==> src/rtl/fft_pkg.sv <==
// Shared FFT widths and complex sample types.
package fft_pkg;

    localparam int FFT_IWIDTH = 16;
    localparam int FFT_OWIDTH = 17;
    localparam int FFT_LGFFT  = 12;

    typedef struct packed {
        logic signed [FFT_IWIDTH-1:0] re;
        logic signed [FFT_IWIDTH-1:0] im;
    } cplx_in_t;

    typedef struct packed {
        logic signed [FFT_OWIDTH-1:0] re;
        logic signed [FFT_OWIDTH-1:0] im;
    } cplx_out_t;

endpackage

==> src/rtl/laststage_ser.sv <==
// Re-serialises butterfly left/right results into one valid/ready stream.
import fft_pkg::*;

module laststage_ser #(
    parameter int OWIDTH = FFT_OWIDTH
) (
    input  logic                i_clk,
    input  logic                i_reset,
    input  logic                i_valid,
    input  logic                i_ready,
    input  logic                i_sof,
    input  logic [2*OWIDTH-1:0] i_left,
    input  logic [2*OWIDTH-1:0] i_right,
    output logic                o_valid,
    output logic [2*OWIDTH-1:0] o_data,
    output logic                o_sof,
    output logic                o_consume
);

    logic out_phase_q, out_phase_d;

    always_comb begin
        out_phase_d = out_phase_q;
        if (i_valid && i_ready)
            out_phase_d = !out_phase_q;
    end

    always_ff @(posedge i_clk) begin
        if (i_reset)
            out_phase_q <= 1'b0;
        else
            out_phase_q <= out_phase_d;
    end

    assign o_valid   = i_valid;
    assign o_data    = out_phase_q ? i_right : i_left;
    assign o_sof     = !out_phase_q && i_sof;
    assign o_consume = i_valid && out_phase_q && i_ready;

endmodule

==> src/rtl/laststage_sched.sv <==
// Pairs the input stream, sequences the last-stage butterfly and
// tracks its three-enable pipeline under output backpressure.
import fft_pkg::*;

module laststage_sched #(
    parameter int IWIDTH = FFT_IWIDTH,
    parameter int OWIDTH = FFT_OWIDTH,
    parameter int LGFFT  = FFT_LGFFT
) (
    input  logic                i_clk,
    input  logic                i_reset,
    input  logic                i_valid,
    output logic                o_ready,
    input  logic [2*IWIDTH-1:0] i_data,
    input  logic                i_sof,
    output logic                o_bf_ce,
    output logic                o_bf_sync,
    output logic [2*IWIDTH-1:0] o_bf_left,
    output logic [2*IWIDTH-1:0] o_bf_right,
    input  logic [2*OWIDTH-1:0] i_bf_left,
    input  logic [2*OWIDTH-1:0] i_bf_right,
    output logic                o_valid,
    input  logic                i_ready,
    output logic [2*OWIDTH-1:0] o_data,
    output logic                o_sof,
    output logic                o_err,
    output logic                o_busy
);

    localparam int CW = LGFFT - 1;

    logic          phase_q, phase_d;
    logic          synced_q, synced_d;
    logic          pair_v_q, pair_v_d;
    logic [2:0]    vld_q, vld_d;
    logic [2:0]    sof_q, sof_d;
    logic [CW-1:0] cnt_q, cnt_d;
    logic          err_q, err_d;

    logic [2*IWIDTH-1:0] even_q, even_d;
    logic                even_sof_q, even_sof_d;
    logic [2*IWIDTH-1:0] left_q, left_d;
    logic [2*IWIDTH-1:0] right_q, right_d;
    logic                psof_q, psof_d;

    logic consume;
    logic accept;

    assign o_bf_ce = (pair_v_q || |vld_q) && (!vld_q[2] || consume);
    assign o_ready = !synced_q || !phase_q || !pair_v_q
                   || (o_bf_ce && pair_v_q);
    assign accept  = i_valid && o_ready;

    always_comb begin
        phase_d    = phase_q;
        synced_d   = synced_q;
        pair_v_d   = pair_v_q;
        vld_d      = vld_q;
        sof_d      = sof_q;
        cnt_d      = cnt_q;
        err_d      = err_q;
        even_d     = even_q;
        even_sof_d = even_sof_q;
        left_d     = left_q;
        right_d    = right_q;
        psof_d     = psof_q;

        if (o_bf_ce) begin
            vld_d    = {vld_q[1:0], pair_v_q};
            sof_d    = {sof_q[1:0], pair_v_q && psof_q};
            pair_v_d = 1'b0;
        end

        if (accept) begin
            if (i_sof) begin
                // A misplaced sof restarts pairing on itself
                if (synced_q && (phase_q || cnt_q != '0))
                    err_d = 1'b1;
                synced_d   = 1'b1;
                cnt_d      = '0;
                even_d     = i_data;
                even_sof_d = 1'b1;
                phase_d    = 1'b1;
            end else if (synced_q) begin
                if (!phase_q) begin
                    even_d     = i_data;
                    even_sof_d = 1'b0;
                    phase_d    = 1'b1;
                end else begin
                    left_d   = even_q;
                    right_d  = i_data;
                    psof_d   = even_sof_q;
                    pair_v_d = 1'b1;
                    phase_d  = 1'b0;
                    cnt_d    = cnt_q + 1'b1;
                end
            end
        end
    end

    always_ff @(posedge i_clk) begin
        if (i_reset) begin
            phase_q  <= 1'b0;
            synced_q <= 1'b0;
            pair_v_q <= 1'b0;
            vld_q    <= '0;
            sof_q    <= '0;
            cnt_q    <= '0;
            err_q    <= 1'b0;
        end else begin
            phase_q  <= phase_d;
            synced_q <= synced_d;
            pair_v_q <= pair_v_d;
            vld_q    <= vld_d;
            sof_q    <= sof_d;
            cnt_q    <= cnt_d;
            err_q    <= err_d;
        end
    end

    always_ff @(posedge i_clk) begin
        even_q     <= even_d;
        even_sof_q <= even_sof_d;
        left_q     <= left_d;
        right_q    <= right_d;
        psof_q     <= psof_d;
    end

    assign o_bf_left  = left_q;
    assign o_bf_right = right_q;
    assign o_bf_sync  = pair_v_q && psof_q;
    assign o_err      = err_q;
    assign o_busy     = phase_q || pair_v_q || |vld_q;

    laststage_ser #(
        .OWIDTH(OWIDTH)
    ) u_ser (
        .i_clk    (i_clk),
        .i_reset  (i_reset),
        .i_valid  (vld_q[2]),
        .i_ready  (i_ready),
        .i_sof    (sof_q[2]),
        .i_left   (i_bf_left),
        .i_right  (i_bf_right),
        .o_valid  (o_valid),
        .o_data   (o_data),
        .o_sof    (o_sof),
        .o_consume(consume)
    );

endmodule

==> config.mk <==
export PLATFORM = sky130hd
export DESIGN_NAME = laststage_sched
export DESIGN_NICKNAME = d
export VERILOG_FILES = /design/src/rtl/fft_pkg.sv /design/src/rtl/laststage_ser.sv /design/src/rtl/laststage_sched.sv
export SDC_FILE = /design/constraint.sdc
export NUM_CORES = 1
export LEC_CHECK = 0
export CORE_MARGIN = 1
export CORE_UTILIZATION = 25
export CTS_BUF_LIST = sky130_fd_sc_hd__clkbuf_8
export DETAILED_ROUTE_END_ITERATION = 10
export SLEW_MARGIN = 15
export SYNTH_ARGS = -nofsm -noshare
export SYNTH_HDL_FRONTEND = slang
export SYNTH_SLANG_ARGS = --single-unit
==> constraint.sdc <==
create_clock -name i_clk -period 4.8 [get_ports i_clk]
set_input_delay 0.96 -clock i_clk [delete_from_list [all_inputs] [get_ports i_clk]]
set_output_delay 0.96 -clock i_clk [all_outputs]
set_load 0.05 [all_outputs]
==> results of run 1 <==
state kept, by name (all words and copies together) (netlist names):
register           count
pair_v_q               1
vld_q                  3
o_bf_left             32
o_bf_right            32
even_q                32
sof_q                  3
cnt_q                 11
synced_q               1
psof_q                 1
phase_q                1
even_sof_q             1
o_err                  1
u_ser.out_phase_q      1
path summary, 6_finish.rpt:
kind | startpoint | endpoint | slack [ns]
setup / recovery | i_ready | o_bf_ce | 0.89
hold / removal | even_q[24] | o_bf_left[24] | 0.42
setup reg to reg | u_ser.out_phase_q | even_q[9] | 2.41
hold reg to reg | even_q[24] | o_bf_left[24] | 0.42
through the flow:
| stage | instance area (um^2) | hold WS [ns] | util |
|---|---|---|---|
| after global routing | 7190 | 0.426 | 0.416 |
| after CTS | 7190 | 0.419 | 0.416 |
| after detailed placement | 6790 | 0.405 | 0.393 |
| after floorplan | 4420 | 0.400 | - |
| final | 7190 | 0.418 | 0.416 |
| after global placement | 6790 | 0.401 | 0.393 |
kinds of logic (layout without fill, tap and decap cells):
kind of cell | after synthesis | after routing | share of synthesized area
compound gates | 28 | 28 | 0.0391
xor+xnor | 1 | 1 | 0.00198
fa+ha+maj | 2 | 2 | 0.00567
buf+inv | 16 | 249 | 0.0153
flops | 120 | 120 | 0.766
mux | 40 | 40 | 0.101
simple gates | 60 | 60 | 0.0711
routing by layer:
metal  vias to the layer above  routed length (um)  global-route usage
met5                         -                   0                   0
met3                        10                 671              0.0379
met2                       113                5030               0.176
met1                      1425                4280               0.126
met4                         0                 124              0.0468
li1                       1469                   -                   -
synth_stat cells (2+ instances only):
master	count	share of area
a211oi_1	2	0.0034
a21oi_1	13	0.015
a31oi_1	3	0.0043
buf_1	3	0.0026
buf_2	6	0.0068
clkbuf_1	2	0.0017
dfxtp_1	22	0.10
edfxtp_1	98	0.67
ha_1	2	0.0057
inv_1	5	0.0043
mux2_2	35	0.089
mux2i_1	5	0.011
nand2_1	7	0.0060
nand3_1	9	0.010
nand3b_1	2	0.0034
nor2_1	20	0.017
nor2b_1	2	0.0028
nor3_1	4	0.0045
nor4_1	2	0.0028
o21ai_0	2	0.0023
o31ai_1	2	0.0034
or3_1	2	0.0028
or4_1	3	0.0051
where the power goes:
group	switching, uW	internal, uW
logic	116	120
clock network	421	470
registers	7.19	1150
total	544	1740
final cells by class:
class,instances,area share
Multi-Input combinational cell,131,0.136
Clock buffer,17,0.0325
Tap cell,225,0.0391
Sequential cell,120,0.470
Clock inverter,15,0.0233
Timing Repair Buffer,212,0.296
Inverter,5,0.00261
==> results.md, run 1 <==
* Seq/Total Area, Yosys at 0.766
* Non-filler cells, final at 725
* Nets at 594
* Buffers from clock root to sink, at most at 2
* Antenna-violating nets left at 0
* Synth-to-Final Area Change at 62.9%
* Period Utilization, post-route at 0.816
* Die X at 135 um
* Worst skew pair latency at 0.43 ns
* Cts bufs inserted at 17
* CP Depth at 5
* DR vias/cell at 4.16
* RePlAce Congestion at 0.805
* Drc violations at 0
* CTS Sinks at 120
* Routed WL at 10100 um
* Worst-path clk slew at 0.07 ns
* Global-route wire length before repair at 14700 um
* Setup slack after layout at 0.885 ns
* CTS Root Cell: clkbuf_8
* DR vias at 3017
* Max-cap violations at 0
* PwrDens at 317 nW/um^2
* Full die area at approximately 18000 um^2
* Grt total ovfl at 0
* Share of cells above drive strength 1 at 0.146
* Fmax at between 200 and 300 MHz
* Yosys cell types at 39
* DR pass1 iterations at 4
* Worst hold path depth at 0
* Startpoint types: input pin
* CP Capture Type: output port
* Pleak at roughly 0.0024 uW
* Setup CP Type: input pin to output port
* Overall Power at 2280 uW
* Hold/Removal Path Class: flip-flop to flip-flop
* Setup bufs post-CTS at 0
* Slew Limit Headroom at 0.353
* Std cell rows at 48
* Drt initial violations at about 120
* CTS tree: built
* Vias in the first global route at 2869
* Endpoints failing setup at 0
* Most frequent cells in the layout: clkdlybuf4s50_1 (209), edfxtp_1 (98), mux2_2 (35), dfxtp_1 (22), nor2_1 (19)
* Syn_nets at 374
* Multi-input logic area at 980 um^2
* Core Footprint at about 17000 um^2
* Register Area at 3380 um^2
* Critical Path AT at 2.95 ns
* GRT Util Overall at 0.107
* Slowest cell on crit path: clkdlybuf4s50_1
* Clock Skew at 0.00751 ns
* Antenna diodes at 0
* Final HPWL DP at 7390 um
* Most Frequent Cell on Critical Path: clkdlybuf4s50_1
* Ys Warns at 0
* TNS Setup at 0 ns
* Buf+Inv Stages, Crit Path at 3
* Pre-CTS setup slack at 0.884 ns
* # IOs at 210
* Slowest cell delay on critical path at 0.89 ns
* Largest net degree at the start of global routing at about 60
* Synth Cell Area at ~4400 um^2
* Avg Cell Area, Syn at approximately 17 um^2
* CP delay by family, top: buffers and inverters
* Slew Limit Fails at 0
* Primary FF master, synth: edfxtp_1
* Post-CTS sizing at 0
* Die Ht at 135 um
* Worst Tran Pin Value at 0.968 ns
* Dpl cells at 693
* Worst IR drop on VDD at ~140 uV
* Htree depth at 4
* R2R cell count at 6
* Crit Path Max Fanout at 12
* Commonest non-fill, non-tap cell in the layout: clkdlybuf4s50_1
* Cts hold-fix bufs at 0
* Post-layout min period at 3.91 ns
* Unrepaired setup endpoints after global routing: false
* Starting Density at 0.255
* Routed WL per cell at 13.9 um
* Outcome: complete, no violations
* Port Buffers at 209
* Fill cells at approximately 1600
* Initial antenna violation count at 0
* Post-Syn Instances at 267
* CP Cell Sequence: clkdlybuf4s50_1, a21boi_1, buf_4, nor2_1, clkdlybuf4s50_1
* Synth Register Bits at 120
* Async set-reset flop share out of synthesis at 0
* EDFF count, synth at 98
* Worst EP required at 3.84 ns
* Fin. Hold Viols at 0
Note: power is estimated with default switching activity, not from simulation.
==> inputs of run 2 (changes only) <==
Clock period 4.8 ns to 3.2 ns, I/O delays scaled along.
==> results.md, run 2 (synthesis gave the netlist of run 1 again) <==
* Met2 usage at 0.176 (+0.000286)
* Core Footprint at 17300 um^2 (unchanged)
* Outcome: complete, no violations
* Period Utilization, post-route at 0.840
* Antenna-violating nets left at 0 (unchanged)
* Slowest cell delay on critical path at 0.84 ns (-0.05 ns)
* R2R Setup Slk at 1.31 ns (-1.10 ns)
* GRT Util Overall at 0.116 (+0.00903)
* Setup bufs post-CTS at 0 (unchanged)
* TNS Setup at 0 ns (unchanged)
* Drc violations at 0 (unchanged)
* Routed WL at 10700 um (+5.6%)
* Vias in the first global route at 2896 (+0.94%)
* Unrepaired setup endpoints after global routing: false
* Post-layout min period at 2.69 ns
* Post-DP Area at 6730 um^2 (-0.85%)
* CP Capture Type: output port
* CTS tree: built
* PwrDens at 463 nW/um^2 (+46%)
* Drt initial violations at 105 (-12%)
* Std cell rows at 48 (unchanged)
* Grt total ovfl at 0 (unchanged)
* Synth-to-Final Area Change at 60.4%
* Routed WL per cell at 14.7 um (+5.5%)
* Port Buffers at 209 (unchanged)
* Fin. Hold Viols at 0 (unchanged)
* Nets at 595 (+0.17%)
* Final HPWL DP at 7700 um (+4.2%)
* Setup slack after layout at 0.513 ns (-0.372 ns)
* Fin area at 7080 um^2 (-1.5%)
* Clk pwr share at 0.364 (-0.027)
* CTS Sinks at 120 (unchanged)
* # IOs at 210 (unchanged)
* Cell Int Power at 2490 uW (+44%)
* Starting Density at 0.255 (unchanged)
* Layout Utilization at 0.410 (-0.00629)
* Pleak at 0.00242 uW (+1.2%)
* Cts bufs inserted at 17 (unchanged)
* Combinational power share at 0.108 (+0.005)
* Worst Tran Pin Value at 0.980 ns (+0.0121 ns)
* Antenna diodes at 0 (unchanged)
* Sequential power share at 0.528 (+0.022)
* Cts hold-fix bufs at 0 (unchanged)
* Worst EP required at 2.56 ns (-1.28 ns)
* Global-route wire length before repair at 15800 um (+7.7%)
* Initial antenna violation count at 1 (+1)
* Met3 GRT Util at 0.0424 (+0.00450)
* Share of cells above drive strength 1 at 0.210 (+0.0636)
* Buffers from clock root to sink, at most at 2 (unchanged)
* Htree depth at 4 (unchanged)
* Most frequent cells in the layout: clkdlybuf4s50_1 (173), edfxtp_1 (98), buf_4 (37), mux2_2 (35), dfxtp_1 (22)
* Hold/Removal Path Class: flip-flop to flip-flop
* Clock Skew at 0.0115 ns (+0.00399 ns)
* Die X at 135 um (unchanged)
* CP Cell Sequence: and2_1, clkdlybuf4s50_1
* Routing usage on met1 at 0.150 (+0.0243)
* RePlAce Congestion at 0.765 (-5.0%)
* Pre-CTS setup slack at 0.503 ns (-0.381 ns)
* Crit Path Max Fanout at 9 (-3)
* Endpoints failing setup at 0 (unchanged)
* Startpoint types: flip-flop
* Worst skew pair latency at 0.42 ns (about the same)
* Worst IR drop on VDD at 282 uV (+98%)
* Max-cap violations at 0 (unchanged)
* DR vias at 3008 (-0.30%)
* Slew Limit Headroom at 0.345 (-0.00806)
* Commonest non-fill, non-tap cell in the layout: clkdlybuf4s50_1
* Die Ht at 135 um (unchanged)
* Setup CP Type: flip-flop to output port
* Psw at 786 uW (+44%)
* Slew Limit Fails at 0 (unchanged)
* Full die area at 18200 um^2 (unchanged)
* Largest net degree at the start of global routing at 69 (+13%)
* Worst-path clk slew at 0.07 ns (about the same)
* DR vias/cell at 4.14 (-0.44%)
* Fmax at 372 MHz
* Grt peak-use layer: met2
* Post-CTS sizing at 0 (unchanged)
* Critical Path AT at 2.05 ns (-0.90 ns)
* CTS Root Cell: clkbuf_8
* DR pass1 iterations at 4 (unchanged)
* Slowest cell on crit path: clkdlybuf4s50_1
* Switching Share at 0.240 (+0.00109)
==> run 2: changes by cell type in the layout (fill, tap and decap cells not counted) <==
| cell | previous run | this run |
|---|---|---|
| clkinv_4 | 6 | 4 |
| clkinvlp_4 | 2 | 3 |
| clkinv_2 | 1 | 2 |
| clkinv_1 | 0 | 2 |
| inv_6 | 4 | 0 |
| clkdlybuf4s50_1 | 209 | 173 |
| buf_4 | 2 | 37 |
| buf_12 | 1 | 3 |
| inv_1 | 5 | 8 |
| bufinv_16 | 2 | 1 |
==> run 2: stage by stage <==
stage | power (uW) | hold WS [ns] | instances
after floorplan | 1920 | 0.400 | 267
after global placement | 2120 | 0.401 | 694
after detailed placement | 2120 | 0.405 | 694
after CTS | 3330 | 0.415 | 726
after global routing | 3420 | 0.425 | 726
final | 3280 | 0.415 | 726
==> run 2: final timing paths <==
path                   end  startpoint  cells after the start
max reg2reg      even_q[1]    synced_q                      3
max              o_bf_sync    pair_v_q                      2
min reg2reg  o_bf_left[21]  even_q[21]                      0
min          o_bf_left[21]  even_q[21]                      0
==> run 2: critical path, delay by kind of cell, from the launching register on <==
| family | cells | cell delay (ns) |
|---|---|---|
| buf+inv | 1 | 0.84 |
| flops | 1 | 0.55 |
| simple gates | 1 | 0.24 |
==> run 2: layer usage <==
layer	vias to the layer above	share of wire	wire length [um]
met3	9	0.061	651
met4	0	0.013	138
met1	1427	0.45	4860
li1	1469	-	-
met5	-	0	0
met2	103	0.47	5030
==> run 2: layout make-up <==
class	count	area (um^2)
fillers	1576	10200
multi-input cells	131	980
clock buffers	17	234
inverters	5	18.8
clock inverters	15	116
well taps	225	282
repair buffers	213	2070
flip-flops and latches	120	3380
==> run 2: power groups by stage <==
stage / Combinational, uW / Sequential, uW / Clock (uW)
4_1_cts: 357 / 1730 / 1240
2_1_floorplan: 142 / 1780 / 0
6_report: 354 / 1730 / 1190
5_1_grt: 370 / 1730 / 1310
3_3_place_gp: 353 / 1770 / 0
3_5_place_dp: 355 / 1770 / 0
